<file path="src/rtl/sar_pkg.sv">
// Shared types and helpers for the N-bit SAR controller.
// The state enum and the index-width helper used to size counters.
package sar_pkg;

  typedef enum logic [2:0] {
    ST_IDLE   = 3'd0,
    ST_SAMPLE = 3'd1,
    ST_WAIT   = 3'd2,
    ST_RSTC   = 3'd3,
    ST_LATCH  = 3'd4
  } sar_state_t;

  // Width needed to index n items (clog2), never narrower than one bit.
  function automatic int idx_w(input int n);
    if (n <= 2) begin
      return 1;
    end else begin
      return $clog2(n);
    end
  endfunction

endpackage

</file>
<file path="src/rtl/sar_tmo_cnt.sv">
// WAIT-phase timeout counter for the SAR controller.
// Cleared while 'load' is high and counts cycles while 'run' is high.
// 'expire' flags the TIMEOUT_CYC-th consecutive run cycle, so the owner
// can force a decision on that cycle.
module sar_tmo_cnt
  import sar_pkg::*;
#(
  parameter int TIMEOUT_CYC = 8
) (
  input  logic clk,
  input  logic rst,
  input  logic load,
  input  logic run,
  output logic expire
);

  localparam int CW = idx_w(TIMEOUT_CYC + 1);

  logic [CW-1:0] cnt;

  assign expire = run && (cnt == CW'(TIMEOUT_CYC - 1));

  // Cycle counter: cleared on load, advances while running, saturates at expiry.
  always_ff @(posedge clk) begin
    if (rst) begin
      cnt <= {CW{1'b0}};
    end else if (load) begin
      cnt <= {CW{1'b0}};
    end else if (run && !expire) begin
      cnt <= cnt + CW'(1);
    end else begin
      cnt <= cnt;
    end
  end

endmodule

</file>
<file path="src/rtl/sar_ctrl_nb.sv">
// N-bit successive-approximation controller with sample/convert FSM.
// Sequence per conversion: SAMPLE (CKS high for SAMPLE_CYC cycles), then for
// each bit MSB..LSB a WAIT phase (CKC high until RDY) and a one-cycle RSTC,
// then LATCH which publishes DATA with a one-cycle CKO strobe.
// All outputs are registers loaded from the next state, so they line up
// with the state they describe.
// Optional build macro SAR_TIMEOUT_EN: adds a WAIT timeout (TIMEOUT_CYC)
// and the sticky ERR output.
module sar_ctrl_nb
  import sar_pkg::*;
#(
  parameter int N_BITS      = 9,
  parameter int SAMPLE_CYC  = 2,
  parameter int TIMEOUT_CYC = 8
) (
  input  logic              CLK,
  input  logic              RST,
  input  logic              EN,
  input  logic              RDY,
  input  logic              CMP_P,
  input  logic              CMP_N,
  output logic              CKS,
  output logic              CKSB,
  output logic              CKC,
  output logic [N_BITS-1:0] CF,
  output logic [N_BITS-1:0] SWP,
  output logic [N_BITS-1:0] SWN,
  output logic [N_BITS-1:0] DATA,
  output logic              CKO
`ifdef SAR_TIMEOUT_EN
  ,
  output logic              ERR
`endif
);

  localparam int KW = idx_w(N_BITS);
  localparam int SW = idx_w(SAMPLE_CYC + 1);

  sar_state_t        state;
  sar_state_t        state_next;
  logic [KW-1:0]     k;
  logic [SW-1:0]     samp_cnt;
  logic              samp_done;
  logic              samp_entry;
  logic              decide;
  logic              bit_val;
  logic              tmo_expire;
  logic [N_BITS-1:0] k_mask;

  assign samp_done  = (samp_cnt == SW'(SAMPLE_CYC - 1));
  assign samp_entry = (state_next == ST_SAMPLE) && (state != ST_SAMPLE);
  // Only a clean P-high/N-low decision counts as a one; a forced timeout
  // decision has RDY low and therefore also resolves to zero.
  assign bit_val    = RDY && CMP_P && !CMP_N;
  assign k_mask     = {{(N_BITS-1){1'b0}}, 1'b1} << k;

`ifdef SAR_TIMEOUT_EN
  sar_tmo_cnt #(
    .TIMEOUT_CYC(TIMEOUT_CYC)
  ) u_tmo (
    .clk    (CLK),
    .rst    (RST),
    .load   (state != ST_WAIT),
    .run    (state == ST_WAIT),
    .expire (tmo_expire)
  );
`else
  assign tmo_expire = 1'b0;
`endif

  // Next-state logic and decision strobe for the sample/convert sequence.
  always_comb begin
    state_next = state;
    decide     = 1'b0;
    case (state)
      ST_IDLE: begin
        if (EN) state_next = ST_SAMPLE;
        else    state_next = ST_IDLE;
      end
      ST_SAMPLE: begin
        if (samp_done) state_next = ST_WAIT;
        else           state_next = ST_SAMPLE;
      end
      ST_WAIT: begin
        if (RDY || tmo_expire) begin
          decide     = 1'b1;
          state_next = ST_RSTC;
        end else begin
          state_next = ST_WAIT;
        end
      end
      ST_RSTC: begin
        if (k == {KW{1'b0}}) state_next = ST_LATCH;
        else                 state_next = ST_WAIT;
      end
      ST_LATCH: begin
        if (EN) state_next = ST_SAMPLE;
        else    state_next = ST_IDLE;
      end
      default: begin
        state_next = ST_IDLE;
      end
    endcase
  end

  // State register, sample-window counter and bit index.
  always_ff @(posedge CLK) begin
    if (RST) begin
      state    <= ST_IDLE;
      samp_cnt <= {SW{1'b0}};
      k        <= {KW{1'b0}};
    end else begin
      state <= state_next;
      if (state == ST_SAMPLE) begin
        samp_cnt <= samp_cnt + SW'(1);
        k        <= KW'(N_BITS - 1);
      end else begin
        samp_cnt <= {SW{1'b0}};
        if ((state == ST_RSTC) && (state_next == ST_WAIT)) begin
          k <= k - KW'(1);
        end else begin
          k <= k;
        end
      end
    end
  end

  // CDAC switch and cycle-flag registers: cleared at sample entry, one bit set per decision.
  always_ff @(posedge CLK) begin
    if (RST) begin
      CF  <= {N_BITS{1'b0}};
      SWP <= {N_BITS{1'b0}};
      SWN <= {N_BITS{1'b0}};
    end else if (samp_entry) begin
      CF  <= {N_BITS{1'b0}};
      SWP <= {N_BITS{1'b0}};
      SWN <= {N_BITS{1'b0}};
    end else if (decide) begin
      CF <= CF | k_mask;
      if (bit_val) begin
        SWN <= SWN | k_mask;
        SWP <= SWP;
      end else begin
        SWN <= SWN;
        SWP <= SWP | k_mask;
      end
    end else begin
      CF  <= CF;
      SWP <= SWP;
      SWN <= SWN;
    end
  end

  // Phase outputs and result latch, loaded from the next state so they track it exactly.
  always_ff @(posedge CLK) begin
    if (RST) begin
      CKS  <= 1'b0;
      CKSB <= 1'b1;
      CKC  <= 1'b0;
      CKO  <= 1'b0;
      DATA <= {N_BITS{1'b0}};
    end else begin
      CKS  <= (state_next == ST_SAMPLE);
      CKSB <= (state_next != ST_SAMPLE);
      CKC  <= (state_next == ST_WAIT);
      CKO  <= (state_next == ST_LATCH);
      // SWN holds the collected code: SWN[k] is set exactly when bit k is one.
      if (state_next == ST_LATCH) DATA <= SWN;
      else                        DATA <= DATA;
    end
  end

`ifdef SAR_TIMEOUT_EN
  // Sticky fault flag: timeout or ambiguous comparator output; cleared at sample entry.
  always_ff @(posedge CLK) begin
    if (RST) begin
      ERR <= 1'b0;
    end else if (samp_entry) begin
      ERR <= 1'b0;
    end else if (decide && (!RDY || (CMP_P == CMP_N))) begin
      ERR <= 1'b1;
    end else begin
      ERR <= ERR;
    end
  end
`endif

endmodule

</file>
<file path="config.mk">
export PLATFORM = sky130hd
export DESIGN_NAME = sar_ctrl_nb
export DESIGN_NICKNAME = d
export VERILOG_FILES = /design/src/rtl/sar_pkg.sv /design/src/rtl/sar_tmo_cnt.sv /design/src/rtl/sar_ctrl_nb.sv
export SDC_FILE = /design/constraint.sdc
export NUM_CORES = 1
export LEC_CHECK = 0
export ABC_AREA = 1
export ABC_CLOCK_PERIOD_IN_PS = 2200
export CAP_MARGIN = 20
export CORE_AREA = 8 8 107 89
export CTS_CLUSTER_SIZE = 12
export DETAILED_ROUTE_END_ITERATION = 10
export DIE_AREA = 0 0 115 97
export GPL_TIMING_DRIVEN = 0
export RECOVER_POWER = 25
export SETUP_SLACK_MARGIN = 0.05
export SLEW_MARGIN = 20
export SYNTH_ARGS = -nofsm -noshare
export SYNTH_HDL_FRONTEND = slang
export SYNTH_SLANG_ARGS = --single-unit
export TNS_END_PERCENT = 30
</file>
<file path="constraint.sdc">
create_clock -name CLK -period 2.2 [get_ports CLK]
set_input_delay 0.44 -clock CLK [delete_from_list [all_inputs] [get_ports CLK]]
set_output_delay 0.44 -clock CLK [all_outputs]
set_load 0.01 [all_outputs]
</file>
==> results of run 1 <==
state kept, by name, indices dropped and copies added (netlist names):
name      count
SWP           9
CKS           1
SWN           9
CKO           1
CKSB          1
CF            9
k             4
state         3
samp_cnt      2
DATA          9
CKC           1
stage by stage:
step / setup WS, ps / instance area [um2] / util
final: 453 / 2510 / 0.324
after global routing: 300 / 2510 / 0.324
after CTS: 509 / 2560 / 0.330
after detailed placement: 320 / 2470 / 0.318
after global placement: 321 / 2470 / 0.318
after floorplan: 886 / 1880 / -
critical path: stages:
cell	delay, ps
dlygate4sd3_1	630
inv_1	160
nand2_1	310
buf_2	310
nor2_1	80
cell families after synthesis:
| logic type | share of synthesized area |
|---|---|
| simple gates | 0.235 |
| fa+ha+maj | 0.0399 |
| flops | 0.521 |
| buf+inv | 0.0871 |
| compound gates | 0.117 |
metal layers:
metal,up-vias,global-route usage
li1,831,-
met1,715,0.104
met2,47,0.125
met3,5,0.0366
met4,0,0.0363
met5,-,0
worst max path at each step:
stage                                    from  slack [ps]              endpoint  cells past startpoint
after global placement                    RST         320    CF[6]$_SDFFE_PP0P_                      5
after floorplan             k[0]$_SDFFE_PP0P_         890  DATA[0]$_SDFFE_PP0P_                      8
final                                     RST         450    CF[5]$_SDFFE_PP0P_                      5
after detailed placement                  RST         320    CF[5]$_SDFFE_PP0P_                      5
after global routing                      RDY         300   SWP[1]$_SDFFE_PP0P_                      5
after CTS                 SWN[1]$_SDFFE_PP0P_         510                SWN[1]                      1
power groups by stage:
stage          clock (W)  combinational [W]  sequential, W
3_3_place_gp           0           0.000110       0.000928
3_5_place_dp           0           0.000111       0.000928
2_1_floorplan          0          0.0000659       0.000930
6_report        0.000544           0.000104       0.000907
5_1_grt         0.000615           0.000118       0.000909
4_1_cts         0.000562           0.000112       0.000907
cell usage in the layout (no fill, tap or decap):
master and n:
buf_2 1, o21ai_2 1, nor3b_2 1, clkdlybuf4s50_1 44
ha_1 6, clkbuf_1 2, nand3_1 8, clkinv_2 1
nand2_1 28, clkinv_4 1, nor3_1 2, nand3_2 1
nand2_2 2, nor2_2 2, clkbuf_8 6, nand4_1 3
buf_4 1, dfxtp_1 49, clkinv_1 1, dlygate4sd3_1 1
nor2_1 48, o21ai_0 8, a21oi_1 30, nor2_4 1
inv_1 32, o21ai_1 2, inv_2 3
Yosys cell counts:
cell type / count
a21oi_1: 29
a21oi_4: 1
buf_2: 2
buf_4: 1
buf_6: 1
clkinv_1: 1
dfxtp_1: 49
ha_1: 6
inv_1: 31
inv_2: 4
nand2_1: 25
nand2_2: 5
nand3_1: 8
nand3_2: 1
nand4_1: 2
nand4_2: 1
nor2_1: 46
nor2_2: 2
nor2_4: 3
nor3_1: 2
nor3b_2: 1
o21ai_0: 8
o21ai_1: 2
o21ai_2: 1
area by class of cell:
type	instances	area, um2
fillers	845	5250
plain buffers	4	20.0
repair buffers	45	450
well taps	108	135
inverters	36	135
multi-input cells	143	697
clock buffers	6	82.6
flip-flops and latches	49	981
clock inverters	2	13.8
==> metrics, run 1 <==
cell taking the most area after synthesis dfxtp_1; later-pin clock latency in the skew report 290 ps; r2r setup slk 570 ps; switch share 0.233; Worst Path Required 2380 ps; IO Port Bufs 45; Post-CTS Setup Inserts 0; largest cells by area after synthesis dfxtp_1 52%, nor2_1 9.2%, a21oi_1 7.7%, inv_1 6.2%, nand2_1 5.0%; Final Hold Fails 0; H-tree levels 2; # rows 29; Seq/Total Area, Yosys 0.521; Total Routing Usage GR 0.0845; DR iter-0 viols 74; RSZ-0062 raised after global routing no; Cell Pwr Density 618 mW/mm2; initial antenna violation count 0; Int Power 0.00119 W; clock buffer count from CTS 5; peak supply drop 0.240 mV; Post-CTS Resized 0; Worst R2R Path Depth 8; DRT antenna net count 0; Synth cell types 24; post-detail-place hpwl 3550 um; Worst Hold Launch samp_cnt[0]$_SDFF_PP0_; fin crit period 1750 ps; Via Count 1598; crit share post-route 0.794; IO Pins 46; status completed; WL met2 1920 um; yosys warns 0; share of the synthesized area in the top cell type 0.521; Slew @ Worst Pin 750 ps; worst-path maximum fanout 10; vias in the first global route 1529; Yosys reg bits 49; CP Data Arrival Time 1930 ps; largest net degree at the start of global routing 16; wire per inst 11.5 um; maximum clock insertion buffer count 2; drt first pass iters 4; Worst-path clk slew 90 ps; Max transition margin 0.500; floorplan core area 0.00776 mm2; non-filler cells, final 393; kind of critical path in -> reg; CTS tree done; reg-to-reg endpoint DATA[6]$_SDFFE_PP0P_; Root Buffer Master clkbuf_8; clock group share of total power 0.350; Final nets 296; wl on met1 2080 um; worst clock skew 4.62 ps; Cells after Synth 232; die height 97 um; RePlAce Congestion 0.796; crit end category flip-flop; Setup TNS 0 ps; Leak 0.940 nW; Post-Syn Nets 244; Comb power frac 0.067; first-pass GRT wire length 7460 um; Hold Crit Class reg -> reg; die width 115 um; Final Max Slew Viols 0; Final Power 0.00155 W; Worst Hold Path EP samp_cnt[0]$_SDFF_PP0_; Flop pwr share 0.583; reg2reg start k[0]$_SDFFE_PP0P_; WHS 424 ps; # DRC 0; CTS Hold Buffers Added 0; die footprint 0.0112 mm2; clock sinks 49; Via density 4.07; Max Cap Violations 0; wire length on met3 449 um; CP startpoint kind input port; Sw Pwr 0.000362 W; final setup violation count 0; Avg Cell Area, Syn 8.11 um2; share of cells above drive strength 1 0.0737; Synth Cell Area 0.00188 mm2; hold depth 1; Max Clock Freq 572 MHz; Starting Density 0.242; Top Layer Used met4; Congestion Overflow GR 0; Diodes inserted 0; dpl cells 385; Synth-to-Final Area Change 33.6%; final wirelength 4510 um
Power figures use the tool's default switching activity.
==> run 2: changes to the inputs <==
--- a/config.mk
+++ b/config.mk
@@ -6,7 +6,7 @@
 export NUM_CORES = 1
 export LEC_CHECK = 0
 export ABC_AREA = 1
-export ABC_CLOCK_PERIOD_IN_PS = 2200
+export ABC_CLOCK_PERIOD_IN_PS = 1500
 export CAP_MARGIN = 20
 export CORE_AREA = 8 8 107 89
 export CTS_CLUSTER_SIZE = 12
==> constraint.sdc (replaced) <==
create_clock -name CLK -period 1.5 [get_ports CLK]
set_input_delay 0.3 -clock CLK [delete_from_list [all_inputs] [get_ports CLK]]
set_output_delay 0.3 -clock CLK [all_outputs]
set_load 0.01 [all_outputs]
==> run 2 against run 1 <==
  * Cell count unchanged
  * First-iteration DRC count down 2.7%
  * Sequential power up 47%
  * Critical path depth down 4
  * Register-to-register slack worse by 420 ps
  * Via count down 0.38%
  * Critical endpoint is now CKO
==> metrics, run 2 (synthesis gave the netlist of run 1 again) <==
status completed; commonest non-fill, non-tap cell in the layout dfxtp_1; Critical path buffers and inverters 1 (-2); crit end category output pin; wire per inst 11.6 um (+0.86%); die footprint 0.0112 mm2 (unchanged); Max Cap Violations 0 (unchanged); largest delay contributor family on the critical path buffers and inverters; Reg area 982 um2 (+0.13%); Via density 4.05 (-0.38%); final worst slack 68.8 ps (-384 ps); Final Hold Fails 0 (unchanged); later-pin clock latency in the skew report 290 ps (about the same); WHS 424 ps (+0.0180 ps); reg-to-reg endpoint DATA[8]$_SDFFE_PP0P_; Worst R2R Path Depth 8 (unchanged); Cell Pwr Density 906 mW/mm2 (+46%); CP Depth 1 (-4); die height 97 um (unchanged); Worst Hold Launch samp_cnt[0]$_SDFF_PP0_; maximum clock insertion buffer count 2 (unchanged); Synth-to-Final Area Change 34.2%; Leak 1.14 nW (+22%); Worst-path clk slew 90 ps (about the same); final setup violation count 0 (unchanged); H-tree levels 2 (unchanged); Final Util 0.325 (+0.00129); Total Routing Usage GR 0.0853 (+0.000773); Final Max Slew Viols 0 (unchanged); worst clock skew 4.03 ps (-0.589 ps); post-detail-place hpwl 3550 um (unchanged); CTS tree done; IO Pins 46 (unchanged); largest net degree at the start of global routing 16 (unchanged); Max transition margin 0.803 (+0.303); share of cells above drive strength 1 0.123 (+0.0491); kind of critical path reg -> out; drt first pass iters 4 (unchanged); Filler Cells Inserted 868 (+2.7%); reg2reg start k[0]$_SDFFE_PP0P_; clock sinks 49 (unchanged); # rows 29 (unchanged); Worst Hold Path EP samp_cnt[0]$_SDFF_PP0_; CP Data Arrival Time 1130 ps (-800 ps); clock buffer count from CTS 5 (unchanged); floorplan core area 0.00776 mm2 (unchanged); pre-CTS worst setup slack -240 ps (-560 ps); Final nets 296 (unchanged); Slew @ Worst Pin 295 ps (-455 ps); # DRC 0 (unchanged); die width 115 um (unchanged); critical path cell sequence clkdlybuf4s50_1; DR iter-0 viols 72 (-2.7%); most frequent cells in the layout 48 x dfxtp_1, 47 x nor2_1, 37 x dlygate4sd2_1, 29 x inv_1, 29 x a21oi_1; Starting Density 0.242 (unchanged); hold depth 1 (unchanged); DRT antenna net count 0 (unchanged); first-pass GRT wire length 7540 um (+1.1%); crit share post-route 0.954; delay of the slowest cell on the worst path 530 ps (-100 ps); Diodes inserted 0 (unchanged); final wirelength 4550 um (+0.86%); Congestion Overflow GR 0 (unchanged); fin crit period 1430 ps; Root Buffer Master clkbuf_8; Via Count 1592 (-0.38%); Max Clock Freq 699 MHz; vias in the first global route 1541 (+0.78%); area of the multi-input gates 739 um2 (+6.1%); CP startpoint kind flip-flop; r2r setup slk 150 ps (-420 ps); non-filler cells, final 393 (unchanged); RePlAce Congestion 0.796 (unchanged); peak supply drop 0.353 mV (+47%); IO Port Bufs 45 (unchanged); Placed Area 0.00247 mm2 (unchanged); worst-path maximum fanout 1 (-9); RSZ-0062 raised after global routing yes; slowest CP cell clkdlybuf4s50_1; initial antenna violation count 0 (unchanged); dpl cells 385 (unchanged); Hold Crit Class reg -> reg; final instance area 0.00252 mm2 (+0.40%); Worst Path Required 1200 ps (-1180 ps)
-- run 2: changes by cell type in the layout (fill, tap and decap cells not counted), sizes merged --
cell,delta
buf,+1
dlygate4sd3,-1
dlygate4sd2,+37
clkbuf,-1
clkdlybuf4s50,-36
-- run 2: final cells by class --
type / instances / area share
inverter: 36 / 0.0540
clock buffer: 6 / 0.0327
timing repair buffer: 45 / 0.160
tap: 108 / 0.0535
clock inverter: 2 / 0.00545
buffer: 4 / 0.0124
multi-input combinational: 143 / 0.293
sequential: 49 / 0.389
-- run 2: layer usage --
layer	track usage	routed length (um)	vias up
li1	-	-	833
met1	0.104	2030	713
met2	0.125	1980	44
met3	0.0404	487	2
met4	0.0363	47	0
met5	0	0	-
-- run 2: stage by stage --
stage	TNS [ps]	total power (W)
5_1_grt	0	0.00242
6_report	0	0.00229
3_5_place_dp	-4610	0.00152
2_1_floorplan	0	0.00146
4_1_cts	0	0.00231
3_3_place_gp	-4550	0.00152
-- run 2: repair_timing --
action                                  in CTS  in global routing
setup buffers                                0                  0
resized for setup                           39                  8
endpoints found under the setup margin      48                 23
hold buffers                                 0                  0
endpoints found under the hold margin        0                  0
pin swaps                                    0                  0
-- run 2: worst max path at each step --
stage | slack [ps] | from | to
after floorplan | 190 | k[0]$_SDFFE_PP0P_ | DATA[0]$_SDFFE_PP0P_
after CTS | 50 | CKO$_SDFF_PP0_ | CKO
after global routing | 20 | CKC$_SDFF_PP0_ | CKC
final | 70 | CKO$_SDFF_PP0_ | CKO
after detailed placement | -240 | RST | CF[5]$_SDFFE_PP0P_
after global placement | -240 | RST | CF[6]$_SDFFE_PP0P_
-- run 2: power by group --
| part | internal, W | leakage, nW | switching (W) | total, W |
|---|---|---|---|---|
| Combinational | 0.0000603 | 0.697 | 0.0000999 | 0.000160 |
| Clock | 0.000374 | 0.0512 | 0.000422 | 0.000796 |
| Sequential | 0.00132 | 0.396 | 0.0000131 | 0.00133 |
| Total | 0.00175 | 1.14 | 0.000535 | 0.00229 |
==> run 3: changes to the inputs <==
--- a/config.mk
+++ b/config.mk
@@ -7,8 +7,9 @@
 export LEC_CHECK = 0
 export ABC_AREA = 1
 export ABC_CLOCK_PERIOD_IN_PS = 1500
-export CAP_MARGIN = 20
+export CAP_MARGIN = 10
 export CORE_AREA = 8 8 107 89
+export CTS_BUF_LIST = sky130_fd_sc_hd__clkbuf_8
 export CTS_CLUSTER_SIZE = 12
 export DETAILED_ROUTE_END_ITERATION = 10
 export DIE_AREA = 0 0 115 97
==> results of run 3 <==
No change in the layout: final DEF, timing and power equal those of run 2.
